==> src/rtl/seg7_pkg.sv <==
// Shared types and segment constants for the multiplexed 7-segment display blocks.
// Segment bit order is {dp,g,f,e,d,c,b,a}, active low.
package seg7_pkg;

  typedef logic [7:0] seg_t;

  localparam seg_t SEG_BLANK = 8'hFF;

  // Index is the hex digit value; entries are {g,f,e,d,c,b,a}, active low.
  localparam logic [6:0] HEX_PAT [16] = '{
    7'h40, 7'h79, 7'h24, 7'h30, 7'h19, 7'h12, 7'h02, 7'h78,
    7'h00, 7'h10, 7'h08, 7'h03, 7'h46, 7'h21, 7'h06, 7'h0E
  };

endpackage

==> src/rtl/seg7_hex_dec.sv <==
// Combinational 4-bit to 7-segment active-low decoder (full hex, b and d lower case).
// The output is {g,f,e,d,c,b,a}.
module seg7_hex_dec
  import seg7_pkg::*;
(
  input  logic [3:0] hex,
  output logic [6:0] seg
);

  always_comb begin
    seg = HEX_PAT[hex];
  end

endmodule

==> src/rtl/seg7_scan.sv <==
// Multiplexed common-anode 7-segment driver.
// Provides frame-coherent input latching, leading-zero blanking, per-digit blink and anode dead time.
module seg7_scan
  import seg7_pkg::*;
#(
  parameter int FREQ         = 50_000_000,
  parameter int SCAN_HZ      = 1000,
  parameter int NDIG         = 4,
  parameter int DEAD_CYC     = 2,
  parameter int BLINK_FRAMES = 128
) (
  input  logic              clk,
  input  logic              n_rst,
  input  logic [4*NDIG-1:0] digits,
  input  logic [NDIG-1:0]   dp_in,
  input  logic              blank_lz,
  input  logic [NDIG-1:0]   blink,
  output logic [7:0]        seg,
  output logic [NDIG-1:0]   an,
  output logic              frame
);

  localparam int DIV = FREQ / SCAN_HZ;
  localparam int CW  = (DIV > 1) ? $clog2(DIV) : 1;
  localparam int IW  = $clog2(NDIG);
  localparam int DW  = (DEAD_CYC > 0) ? $clog2(DEAD_CYC + 1) : 1;
  localparam int BW  = (BLINK_FRAMES > 1) ? $clog2(BLINK_FRAMES) : 1;

  logic [CW-1:0]     cnt;
  logic [IW-1:0]     idx;
  logic [DW-1:0]     dead;
  logic [BW-1:0]     bcnt;
  logic              phase;
  logic [4*NDIG-1:0] sh_digits;
  logic [NDIG-1:0]   sh_dp;
  logic              sh_blz;
  logic [NDIG-1:0]   sh_blink;

  logic              tick;
  logic              frame_edge;
  logic [IW-1:0]     next_idx;
  logic [4*NDIG-1:0] eff_digits;
  logic [NDIG-1:0]   eff_dp;
  logic              eff_blz;
  logic [NDIG-1:0]   eff_blink;
  logic [NDIG-1:0]   lz;
  logic              all_zero;
  logic [3:0]        cur_hex;
  logic              cur_dp;
  logic              cur_blink;
  logic              cur_lz;
  logic [6:0]        dec_out;
  seg_t              seg_next;

  function automatic logic [NDIG-1:0] an_for(input logic [IW-1:0] i);
    an_for    = '1;
    an_for[i] = 1'b0;
  endfunction

  always_comb begin
    tick       = (cnt == CW'(DIV - 1));
    frame_edge = tick && (idx == IW'(NDIG - 1));
    next_idx   = (idx == IW'(NDIG - 1)) ? '0 : idx + 1'b1;
  end

  // The frame-start slot is decoded from the values being latched on that same edge.
  always_comb begin
    eff_digits = frame_edge ? digits   : sh_digits;
    eff_dp     = frame_edge ? dp_in    : sh_dp;
    eff_blz    = frame_edge ? blank_lz : sh_blz;
    eff_blink  = frame_edge ? blink    : sh_blink;
  end

  // Walk from the most significant digit down; digit 0 is never blanked.
  always_comb begin
    lz       = '0;
    all_zero = 1'b1;
    for (int unsigned i = 0; i < NDIG; i++) begin
      all_zero = all_zero && (eff_digits[4*(NDIG-1-i) +: 4] == 4'd0);
      if (NDIG - 1 - i != 0) lz[NDIG-1-i] = eff_blz && all_zero;
    end
  end

  always_comb begin
    cur_hex   = '0;
    cur_dp    = 1'b0;
    cur_blink = 1'b0;
    cur_lz    = 1'b0;
    for (int unsigned i = 0; i < NDIG; i++) begin
      if (IW'(i) == next_idx) begin
        cur_hex   = eff_digits[4*i +: 4];
        cur_dp    = eff_dp[i];
        cur_blink = eff_blink[i];
        cur_lz    = lz[i];
      end
    end
  end

  seg7_hex_dec u_dec (
    .hex (cur_hex),
    .seg (dec_out)
  );

  always_comb begin
    if (cur_blink && phase)  seg_next = SEG_BLANK;
    else if (cur_lz)         seg_next = SEG_BLANK;
    else                     seg_next = {~cur_dp, dec_out};
  end

  always_ff @(posedge clk) begin
    if (!n_rst) begin
      cnt       <= '0;
      idx       <= IW'(NDIG - 1);
      dead      <= '0;
      bcnt      <= '0;
      phase     <= 1'b0;
      sh_digits <= '0;
      sh_dp     <= '0;
      sh_blz    <= 1'b0;
      sh_blink  <= '0;
      seg       <= SEG_BLANK;
      an        <= '1;
      frame     <= 1'b0;
    end else begin
      frame <= frame_edge;
      cnt   <= tick ? '0 : cnt + 1'b1;
      if (tick) begin
        idx  <= next_idx;
        seg  <= seg_next;
        dead <= DW'(DEAD_CYC);
        an   <= (DEAD_CYC == 0) ? an_for(next_idx) : '1;
        if (frame_edge) begin
          sh_digits <= digits;
          sh_dp     <= dp_in;
          sh_blz    <= blank_lz;
          sh_blink  <= blink;
          if (bcnt == BW'(BLINK_FRAMES - 1)) begin
            bcnt  <= '0;
            phase <= ~phase;
          end else begin
            bcnt <= bcnt + 1'b1;
          end
        end
      end else if (dead != '0) begin
        dead <= dead - 1'b1;
        if (dead == DW'(1)) an <= an_for(idx);
      end
    end
  end

endmodule
==> config.mk <==
export PLATFORM = sky130hd
export DESIGN_NAME = seg7_scan
export DESIGN_NICKNAME = d
export VERILOG_FILES = /design/src/rtl/seg7_pkg.sv /design/src/rtl/seg7_hex_dec.sv /design/src/rtl/seg7_scan.sv
export SDC_FILE = /design/constraint.sdc
export NUM_CORES = 1
export LEC_CHECK = 0
export CAP_MARGIN = 20
export CORE_MARGIN = 5
export CORE_UTILIZATION = 24
export CTS_BUF_LIST = sky130_fd_sc_hd__clkbuf_2 sky130_fd_sc_hd__clkbuf_4 sky130_fd_sc_hd__clkbuf_8
export CTS_CLUSTER_SIZE = 20
export DETAILED_ROUTE_END_ITERATION = 12
export GPL_TIMING_DRIVEN = 0
export MAX_ROUTING_LAYER = met4
export PLACE_DENSITY = 0.45
export SETUP_SLACK_MARGIN = 0.5
export SYNTH_ARGS = -nofsm -noshare
export SYNTH_HDL_FRONTEND = slang
export SYNTH_SLANG_ARGS = --single-unit
==> constraint.sdc <==
create_clock -name clk -period 3.3 [get_ports clk]
set_input_delay 0.99 -clock clk [delete_from_list [all_inputs] [get_ports clk]]
set_output_delay 0.99 -clock clk [all_outputs]
set_load 0.1 [all_outputs]
==> out/summary.txt, run 1 <==
Psw -> 0.000326 W
Syn_area_per_cell -> 9.34 sq um
CP required -> 3.53 ns
CTS buffer count -> 9
Worst-margin pin slew -> 0.978 ns
Total grt overflow -> 0
Dpl ws -> 0.0889 ns
TritonCTS clock tree -> yes
CP arrival -> 3.03 ns
Nets -> 477
Prevailing post-synth register cell -> dfxtp_1
DR vias -> 2822
Syn_nets -> 399
Buffers on Ports -> 39
Async set-reset flop share out of synthesis -> 0
Outcome -> finished, final reports clean
Clock-pin slew on the worst setup and hold paths -> 0.07 ns
Clk sinks -> 66
Final WS setup -> 0.503 ns
Switch share -> 0.225
Worst path cell trace -> ha_4 > buf_8 > and4_4 > and4_1 > buf_6 > buf_12 > mux2_4 > a211oi_4 > inv_2 > ha_4 > mux2_4 > mux2i_1 > a21oi_1
Most common cell after layout, fill and taps aside -> dfxtp_1
Hold_buf cts -> 0
Routed wire length -> 9090 um
Synthesis Warnings -> 0
Critical path type -> flip-flop to flip-flop
Fmax -> 0.357 GHz
Row Count -> 43
IO Pins -> 40
Routed wl met3 -> 220 um
DR iter-0 viols -> 130
CTS max path bufs -> 2
Period utilization -> 0.848
Period minus WS final -> 2.80 ns
Share of layout cells above drive strength 1 -> 0.208
Setup TNS -> 0 ns
Worst setup EP type -> flip-flop
Final hold violation count -> 0
Slowest cell on crit path -> dfxtp_2
Clock Skew -> 0.0105 ns
Tot GR Track Use -> 0.118
Multi-input gate area -> 2010 sq um
Yosys reg bits -> 66
Final core occ -> 0.324
Rel. slew slack -> 0.350
RePlAce Congestion -> 0.830
First-pass GRT wire length -> 14800 um
Mapped Area -> 3340 sq um
Post-synth EDFFs -> 0
Worst hold start -> cnt[0]
Worst Setup SP -> idx[1]
Int Power -> 0.00112 W
Seq pwr share -> 0.555
Largest net degree at the start of global routing -> 11
Worst vdd ir -> 0.107 mV
Root buf cell -> clkbuf_8
Antenna violations before repair -> 0
Full die area -> 16400 sq um
Final ANT Viol Nets -> 0
Sequential Area -> 1330 sq um
Core area -> 13800 sq um
Library cells used by synthesis -> 65
Max Cap Viol -> 0
WL per Instance -> 14.7 um
Pre-antenna DRT Iters -> 4
Max-slew violations -> 0
P&R area growth vs syn -> 33.6%
Final-layout fill cell count -> 1505
Hold Crit Class -> flip-flop to flip-flop
Pwr Density -> 324 nW/um^2
Critical-path maximum fanout -> 6
M1 WL -> 4660 um
Post-synthesis sequential area ratio -> 0.395
Met2 WL -> 4090 um
Commonest cells after routing, fill and taps aside -> dfxtp_1, nand2_1, nor2_1, buf_4, clkdlybuf4s50_1
Vias per cell -> 4.57
Startpoint Class -> flip-flop
Drt drc -> 0
Clock network fraction of design power -> 0.398
Antenna cells -> 0
RSZ-0062 raised after global routing -> yes
Initial Utilization -> 0.243
Pleak -> 1.60 nW
Chip width -> 128 um
H-tree level count -> 3
Dpl hpwl -> 6610 um
Combinational share of power -> 0.046
Syn Inst Count -> 358
Later-pin clock latency in the skew report -> 0.34 ns
Setup violators final -> 0
Critical Path Max Stage Delay -> 0.36 ns
Vias in the first global route -> 2824
DR top layer -> met4
Die Ht -> 128 um
R2r startpoint -> idx[1]
## power by group through the flow
stage	Combinational, W	Clock (W)	Sequential [W]
2_1_floorplan	0.0000177	0	0.000820
3_3_place_gp	0.0000651	0	0.000821
3_5_place_dp	0.0000653	0	0.000820
4_1_cts	0.0000667	0.000609	0.000802
5_1_grt	0.0000738	0.000644	0.000804
6_report	0.0000671	0.000576	0.000804
## worst max-delay path: cells and delay by family, from the launching register on
kind	cells	cell delay [ns]
mux	3	0.71
buf+inv	4	0.44
compound gates	2	0.44
simple gates	2	0.40
flops	1	0.36
fa+ha+maj	2	0.32
## cell usage after synthesis (7+ instances only)
library cell / instances / area share
a21boi_0: 7 / 0.016
a31oi_1: 7 / 0.013
and2_1: 11 / 0.021
and3_1: 8 / 0.015
clkbuf_1: 7 / 0.0079
dfxtp_1: 66 / 0.40
ha_1: 14 / 0.052
inv_1: 13 / 0.015
mux2i_1: 17 / 0.051
nand2_1: 39 / 0.044
nand3_1: 13 / 0.019
nand4_1: 7 / 0.013
nor2_1: 35 / 0.039
nor2b_1: 14 / 0.026
xnor2_1: 8 / 0.021
xor2_1: 12 / 0.031
## layout make-up
cell class              instances  area share
repair buffers                 67       0.132
inverters                      14      0.0129
clock inverters                 1     0.00112
plain buffers                  14      0.0244
multi-input cells             264       0.450
well taps                     180      0.0504
flip-flops and latches         66       0.297
clock buffers                  11      0.0325
## worst paths after layout
path / to / depth (start not counted) / slack, ns
setup / recovery: seg[3] / 13 / 0.50
hold / removal: cnt[0] / 1 / 0.46
setup reg to reg: seg[3] / 13 / 0.50
hold reg to reg: cnt[0] / 1 / 0.46
## cell families after synthesis
| group | synth area share |
|---|---|
| adder cells (fa/ha/maj) | 0.0524 |
| buffers and inverters | 0.0442 |
| flip-flops | 0.395 |
| XOR/XNOR | 0.0524 |
| multiplexers | 0.0812 |
| AO/OA/AOI/OAI | 0.134 |
| AND/OR/NAND/NOR | 0.241 |
## layer usage
metal	GRT usage	vias up
met5	-	-
met4	0.0431	0
met3	0.0238	8
met2	0.176	51
met1	0.160	1346
li1	-	1417
## timing repair
item / 4_1_cts / 5_1_grt
setup endpoints to repair: 21 / 8
pin swaps: 6 / 5
gates resized for setup: 25 / 22
gates cloned: 0 / 0
setup buffers: 18 / 10
## registers in the layout (all words and copies together), names as in the netlist
register and count:
cnt 16, sh_digits 16, seg 8, bcnt 7, an 4, sh_blink 4
sh_dp 4, dead 2, idx 2, frame 1, phase 1, sh_blz 1
## metrics by stage
stage	total power, W	area (sq um)	std cells	hold slack (ns)
global placement	0.000886	3980	577	0.431
CTS	0.00148	4300	607	0.465
global route	0.00152	4460	617	0.485
floorplan	0.000837	3360	358	0.422
detailed placement	0.000886	3980	577	0.454
finish	0.00145	4460	617	0.461
No activity file was read; power rests on OpenSTA's default activity.
==> inputs of run 2 (changes only) <==
--- a/config.mk
+++ b/config.mk
@@ -13,7 +13,7 @@
 export DETAILED_ROUTE_END_ITERATION = 12
 export GPL_TIMING_DRIVEN = 0
 export MAX_ROUTING_LAYER = met4
-export PLACE_DENSITY = 0.45
+export PLACE_DENSITY = 0.46
 export SETUP_SLACK_MARGIN = 0.5
 export SYNTH_ARGS = -nofsm -noshare
 export SYNTH_HDL_FRONTEND = slang
==> constraint.sdc (replaced) <==
create_clock -name clk -period 2.53 [get_ports clk]
set_input_delay 0.759 -clock clk [delete_from_list [all_inputs] [get_ports clk]]
set_output_delay 0.759 -clock clk [all_outputs]
set_load 0.1 [all_outputs]
==> run 2 against run 1 <==
  * The run now ends with setup timing left
  * Sequential power rose by 31%
  * Final cell count increased by 0.97%
  * Worst setup slack got worse by 0.70 ns
  * Non-clock buffer count grew 3
  * Power is 37% higher
  * Combinational power is 35% higher
  * Die area is the same
  * Sequential share of layout area is 1.4 points lower
  * Clock skew shrank 0.0015 ns
  * Clock power is 48% higher
  * Maximum frequency is 2.4% higher
  * Design area grew 5.3%
  * Critical endpoint unchanged
  * Largest cell class unchanged
==> out/summary.txt, run 2 (synthesis results as in run 1) <==
Dpl hpwl -> 6620 um (was 6610 um)
Largest net degree at the start of global routing -> 11 (unchanged)
Period utilization -> 1.08 (was 0.848)
RSZ-0062 raised after global routing -> yes (unchanged)
Hold Path End -> cnt[0] (unchanged)
Row Count -> 43 (unchanged)
RePlAce Congestion -> 0.802 (was 0.830)
FF-to-FF path depth -> 15 (was 13)
Pleak -> 1.72 nW (was 1.60 nW)
Switch share -> 0.223 (was 0.225)
Total grt overflow -> 0 (unchanged)
Outcome -> finished, violations left (was finished, final reports clean)
Final hold violation count -> 0 (unchanged)
Root buf cell -> clkbuf_8 (unchanged)
Hold_buf cts -> 0 (unchanged)
CP arrival -> 2.98 ns (was 3.03 ns)
Pre-antenna DRT Iters -> 4 (unchanged)
Worst vdd ir -> 0.220 mV (was 0.107 mV)
Hold Crit Class -> flip-flop to flip-flop (unchanged)
Clock network fraction of design power -> 0.429 (was 0.398)
Setup violators final -> 7 (was 0)
Vias in the first global route -> 2887 (was 2824)
Die Ht -> 128 um (unchanged)
Critical Path Max Stage Delay -> 0.37 ns (was 0.36 ns)
Final-layout fill cell count -> 1480 (was 1505)
Hold slack -> 0.431 ns (was 0.461 ns)
Cell family with the largest share of critical-path delay -> multiplexers (unchanged)
Worst-margin pin slew -> 0.598 ns (was 0.978 ns)
Final core occ -> 0.341 (was 0.324)
Core area -> 13800 sq um (unchanged)
Max Cap Viol -> 0 (unchanged)
Dpl cells -> 577 (unchanged)
Full die area -> 16400 sq um (unchanged)
First-pass GRT wire length -> 15000 um (was 14800 um)
Sequential Area -> 1330 sq um (about the same)
Int Power -> 0.00154 W (was 0.00112 W)
Combinational share of power -> 0.045 (was 0.046)
Largest regs -> cnt: 16 flops, sh_digits: 16 flops, seg: 8 flops (unchanged)
Later-pin clock latency in the skew report -> 0.36 ns (was 0.34 ns)
Max-slew violations -> 0 (unchanged)
Non-filler instance count after layout -> 623 (was 617)
Crit. path cell count -> 15 (was 13)
CTS buffer count -> 9 (unchanged)
Worst path cell trace -> ha_4 > buf_8 > and4_4 > and4_1 > buf_6 > buf_12 > buf_12 > mux2i_4 > o221ai_2 > nand2_2 > inv_4 > ha_4 > mux2_4 > mux2i_1 > a21oi_1 (was ha_4 > buf_8 > and4_4 > and4_1 > buf_6 > buf_12 > mux2_4 > a211oi_4 > inv_2 > ha_4 > mux2_4 > mux2i_1 > a21oi_1)
Share of layout cells above drive strength 1 -> 0.318 (was 0.208)
Final instance area -> 4700 sq um (was 4460 sq um)
P&R area growth vs syn -> 40.7% (was 33.6%)
Commonest cells after routing, fill and taps aside -> dfxtp_1, nand2_1, nor2_1, clkdlybuf4s50_1, buf_4 (was dfxtp_1, nand2_1, nor2_1, buf_4, clkdlybuf4s50_1)
Reg2reg end -> seg[3] (unchanged)
Reg2Reg Setup Slack -> -0.20 ns (was 0.50 ns)
Hold-critical path depth -> 1 (unchanged)
DR vias -> 2800 (was 2822)
CP Buf/Inv Count -> 5 (was 4)
Multi-input gate area -> 2170 sq um (was 2010 sq um)
Clk sinks -> 66 (unchanged)
Worst setup EP type -> flip-flop (unchanged)
Final ANT Viol Nets -> 0 (unchanged)
Rel. slew slack -> 0.598 (was 0.350)
Vias per cell -> 4.49 (was 4.57)
Startpoint Class -> flip-flop (unchanged)
Worst hold start -> cnt[0] (unchanged)
Clock Skew -> 0.00900 ns (was 0.0105 ns)
Failing checks -> setup timing
R2r startpoint -> idx[0] (was idx[1])
DR iter-0 viols -> 93 (was 130)
Antenna violations before repair -> 0 (unchanged)
Critical-path maximum fanout -> 7 (was 6)
Initial Utilization -> 0.243 (unchanged)
Drt drc -> 0 (unchanged)
WL per Instance -> 14.7 um (about the same)
H-tree level count -> 3 (unchanged)
Clock-pin slew on the worst setup and hold paths -> 0.07 ns (about the same)
Critical path type -> flip-flop to flip-flop (unchanged)
Final WS setup -> -0.201 ns (was 0.503 ns)
IO Pins -> 40 (unchanged)
Seq pwr share -> 0.526 (was 0.555)
Fmax -> 0.366 GHz (was 0.357 GHz)
CP required -> 2.78 ns (was 3.53 ns)
Most common cell after layout, fill and taps aside -> dfxtp_1 (unchanged)
Chip width -> 128 um (unchanged)
Post-DP Area -> 4020 sq um (was 3980 sq um)
Antenna cells -> 0 (unchanged)
Buffers on Ports -> 39 (unchanged)
Nets -> 480 (was 477)
TritonCTS clock tree -> yes (unchanged)
Slowest cell on crit path -> dfxtp_4 (was dfxtp_2)
Period minus WS final -> 2.73 ns (was 2.80 ns)
Psw -> 0.000444 W (was 0.000326 W)
Setup TNS -> -0.478 ns (was 0 ns)
Routed wire length -> 9160 um (was 9090 um)
Pwr Density -> 423 nW/um^2 (was 324 nW/um^2)
Tot GR Track Use -> 0.121 (was 0.118)
CTS max path bufs -> 2 (unchanged)
-- run 2: cell types whose count changed in the layout (fill, tap and decap cells not counted), moves of 5 or more --
| cell | delta |
|---|---|
| buf_2 | +11 |
| buf_6 | +6 |
| dlygate4sd2_1 | -13 |
| mux2i_1 | -6 |
| nand2_1 | -6 |
| nand2_2 | +5 |
-- run 2: layout make-up --
| cell class | instances | area share |
|---|---|---|
| flip-flops and latches | 66 | 0.283 |
| clock inverters | 2 | 0.00213 |
| well taps | 180 | 0.0479 |
| multi-input cells | 264 | 0.461 |
| inverters | 14 | 0.0125 |
| repair buffers | 70 | 0.127 |
| clock buffers | 13 | 0.0381 |
| plain buffers | 14 | 0.0279 |
-- run 2: layer usage --
| metal | routed length [um] | vias up | global-route usage |
|---|---|---|---|
| met1 | 4250 | 1306 | 0.148 |
| met5 | 0 | - | - |
| li1 | - | 1433 | - |
| met3 | 287 | 15 | 0.0292 |
| met4 | 231 | 0 | 0.0524 |
| met2 | 4390 | 46 | 0.191 |
-- run 2: what timing repair did --
| action | CTS | global route |
|---|---|---|
| resized for setup | 98 | 45 |
| endpoints found under the setup margin | 55 | 52 |
| cloned | 0 | 0 |
| pin swaps | 8 | 21 |
| setup buffers | 22 | 9 |
-- run 2: power groups by stage --
stage               Clock, W  Combinational (W)  Sequential, W
finish              0.000852          0.0000903        0.00105
floorplan                  0          0.0000231        0.00107
detailed placement         0          0.0000857        0.00107
CTS                 0.000901          0.0000904        0.00105
global placement           0          0.0000858        0.00107
global route        0.000942          0.0000982        0.00105
-- run 2: worst max-delay path by stage --
| stage | end | startpoint | slack [ns] |
|---|---|---|---|
| after floorplan | seg[3] | idx[1] | -0.21 |
| after global placement | seg[3] | idx[1] | -0.54 |
| after detailed placement | seg[3] | idx[1] | -0.51 |
| after CTS | seg[3] | idx[0] | -0.16 |
| after global routing | seg[3] | idx[0] | -0.30 |
| final | seg[3] | idx[0] | -0.20 |
-- run 2: metrics by stage --
stage               total power [W]  setup slack (ns)
CTS                         0.00204            -0.163
floorplan                   0.00109            -0.212
finish                      0.00199            -0.201
detailed placement          0.00116            -0.508
global placement            0.00116            -0.541
global route                0.00209            -0.303
==> inputs of run 3 (changes only) <==
--- a/config.mk
+++ b/config.mk
@@ -18,3 +18,4 @@
 export SYNTH_ARGS = -nofsm -noshare
 export SYNTH_HDL_FRONTEND = slang
 export SYNTH_SLANG_ARGS = --single-unit
+export TNS_END_PERCENT = 1
==> run 3 against run 2 <==
  * The flow still finishes with violations (setup timing)
  * Clock power grew 28%
  * Hold slack improved by 0.012 ns
  * Die area stayed put
  * Maximum frequency fell by 2.4%
  * Critical path depth fell by 1
  * Sequential power about the same
  * Critical endpoint unchanged
  * Highest routed layer unchanged
==> out/summary.txt, run 3 (synthesis results as in run 1) <==
Buffers on Ports -> 39 (unchanged)
Row Count -> 43 (unchanged)
CTS max path bufs -> 2 (unchanged)
Hold Crit Class -> flip-flop to flip-flop (unchanged)
TritonCTS clock tree -> yes (unchanged)
Period minus WS final -> 2.80 ns (was 2.73 ns)
Full die area -> 16400 sq um (unchanged)
Share of layout cells above drive strength 1 -> 0.297 (was 0.318)
Max Cap Viol -> 0 (unchanged)
Pwr Density -> 478 nW/um^2 (was 423 nW/um^2)
Pre-antenna DRT Iters -> 4 (unchanged)
Outcome -> finished, violations left (unchanged)
Tot GR Track Use -> 0.116 (was 0.121)
Clock Skew -> 0.00958 ns (was 0.00900 ns)
Startpoint Class -> flip-flop (unchanged)
Vias per cell -> 4.54 (was 4.49)
CP required -> 2.75 ns (was 2.78 ns)
Largest net degree at the start of global routing -> 12 (was 11)
Most common cell after layout, fill and taps aside -> dfxtp_1 (unchanged)
Worst setup EP type -> flip-flop (unchanged)
Worst path cell trace -> ha_4 > clkbuf_8 > and4_4 > and4_1 > buf_6 > buf_12 > buf_12 > a211oi_1 > a211oi_4 > buf_4 > ha_4 > mux2_2 > mux2i_1 > a21oi_1 (was ha_4 > buf_8 > and4_4 > and4_1 > buf_6 > buf_12 > buf_12 > mux2i_4 > o221ai_2 > nand2_2 > inv_4 > ha_4 > mux2_4 > mux2i_1 > a21oi_1)
Largest regs -> cnt: 16 flops, sh_digits: 16 flops, seg: 8 flops (unchanged)
Nets -> 471 (was 480)
Cell family with the largest share of critical-path delay -> buffers and inverters (was multiplexers)
Chip width -> 128 um (unchanged)
Commonest cells after routing, fill and taps aside -> dfxtp_1, nand2_1, clkdlybuf4s50_1, nor2_1, buf_4 (was dfxtp_1, nand2_1, nor2_1, clkdlybuf4s50_1, buf_4)
Final ANT Viol Nets -> 0 (unchanged)
Antenna cells -> 0 (unchanged)
Final Power -> 0.00224 W (was 0.00199 W)
RePlAce Congestion -> 0.822 (was 0.802)
Final hold violation count -> 0 (unchanged)
Period utilization -> 1.11 (was 1.08)
Failing checks -> setup timing (unchanged)
Pleak -> 1.66 nW (was 1.72 nW)
Critical path type -> flip-flop to flip-flop (unchanged)
Dpl cells -> 577 (unchanged)
Worst-margin pin slew -> 0.582 ns (was 0.598 ns)
H-tree level count -> 3 (unchanged)
Antenna violations before repair -> 0 (unchanged)
Total grt overflow -> 0 (unchanged)
CTS buffer count -> 9 (unchanged)
Critical Path Max Stage Delay -> 0.40 ns (was 0.37 ns)
DR iter-0 viols -> 93 (unchanged)
DR vias -> 2786 (was 2800)
Rel. slew slack -> 0.609 (was 0.598)
Die Ht -> 128 um (unchanged)
WL per Instance -> 15.0 um (was 14.7 um)
P&R area growth vs syn -> 39.8% (was 40.7%)
Setup violators final -> 8 (was 7)
Drt drc -> 0 (unchanged)
Vias in the first global route -> 2760 (was 2887)
Fmax -> 0.357 GHz (was 0.366 GHz)
Critical-path maximum fanout -> 8 (was 7)
Initial Utilization -> 0.243 (unchanged)
Routed wire length -> 9200 um (was 9160 um)
IO Pins -> 40 (unchanged)
First-pass GRT wire length -> 14500 um (was 15000 um)
Worst vdd ir -> 0.242 mV (was 0.220 mV)
Slowest cell on crit path -> a211oi_1 (was dfxtp_4)
RSZ-0062 raised after global routing -> yes (unchanged)
Hold slack -> 0.443 ns (was 0.431 ns)
Clk sinks -> 66 (unchanged)
Non-filler instance count after layout -> 614 (was 623)
Later-pin clock latency in the skew report -> 0.35 ns (was 0.36 ns)
Root buf cell -> clkbuf_8 (unchanged)
CP Buf/Inv Count -> 5 (unchanged)
Dpl hpwl -> 6590 um (was 6620 um)
Max-slew violations -> 0 (unchanged)
Core area -> 13800 sq um (unchanged)
CP arrival -> 3.02 ns (was 2.98 ns)
Final WS setup -> -0.267 ns (was -0.201 ns)
Clock-pin slew on the worst setup and hold paths -> 0.07 ns (about the same)
[run 3: per-stage QoR]
stage               instance area [sq um]  utilization  worst slack [ns]  setup TNS (ns)
floorplan                            3380            -            -0.212          -0.632
global placement                     4000        0.290            -0.542           -3.73
detailed placement                   4000        0.290            -0.542           -3.54
CTS                                  4570        0.332            -0.270           -1.74
global route                         4670        0.339            -0.411           -2.80
finish                               4670        0.339            -0.267           -1.68
[run 3: final cells by class]
class / instances / area, sq um
Multi-Input combinational cell: 264 / 2150
Timing Repair Buffer: 61 / 509
Buffer: 14 / 153
Sequential cell: 66 / 1340
Clock inverter: 5 / 103
Fill cell: 1484 / 9100
Tap cell: 180 / 225
Inverter: 14 / 53.8
Clock buffer: 10 / 138
[run 3: worst paths after layout]
check | startpoint | endpoint | slack [ns] | cells past startpoint
setup / recovery | idx[1] | seg[3] | -0.27 | 14
hold / removal | cnt[0] | cnt[0] | 0.44 | 1
setup reg to reg | idx[1] | seg[3] | -0.27 | 14
hold reg to reg | cnt[0] | cnt[0] | 0.44 | 1
[run 3: where the power goes]
part           internal [W]  leakage (nW)  switching (W)  total [W]
clock network      0.000674         0.118       0.000417    0.00109
registers           0.00104         0.535     0.00000454    0.00104
logic             0.0000546          1.00      0.0000472   0.000102
total               0.00177          1.66       0.000469    0.00224
[run 3: timing repair]
item | 4_1_cts | 5_1_grt
pin swaps | 20 | 39
endpoints found under the setup margin | 56 | 54
hold buffers | 0 | 0
resized for setup | 99 | 58
setup buffers | 21 | 1
[run 3: layer usage]
layer | up-vias | wire [um] | track usage
met5 | - | 0 | -
met4 | 0 | 121 | 0.0331
met3 | 7 | 318 | 0.0329
met2 | 54 | 4110 | 0.173
met1 | 1318 | 4650 | 0.154
li1 | 1407 | - | -
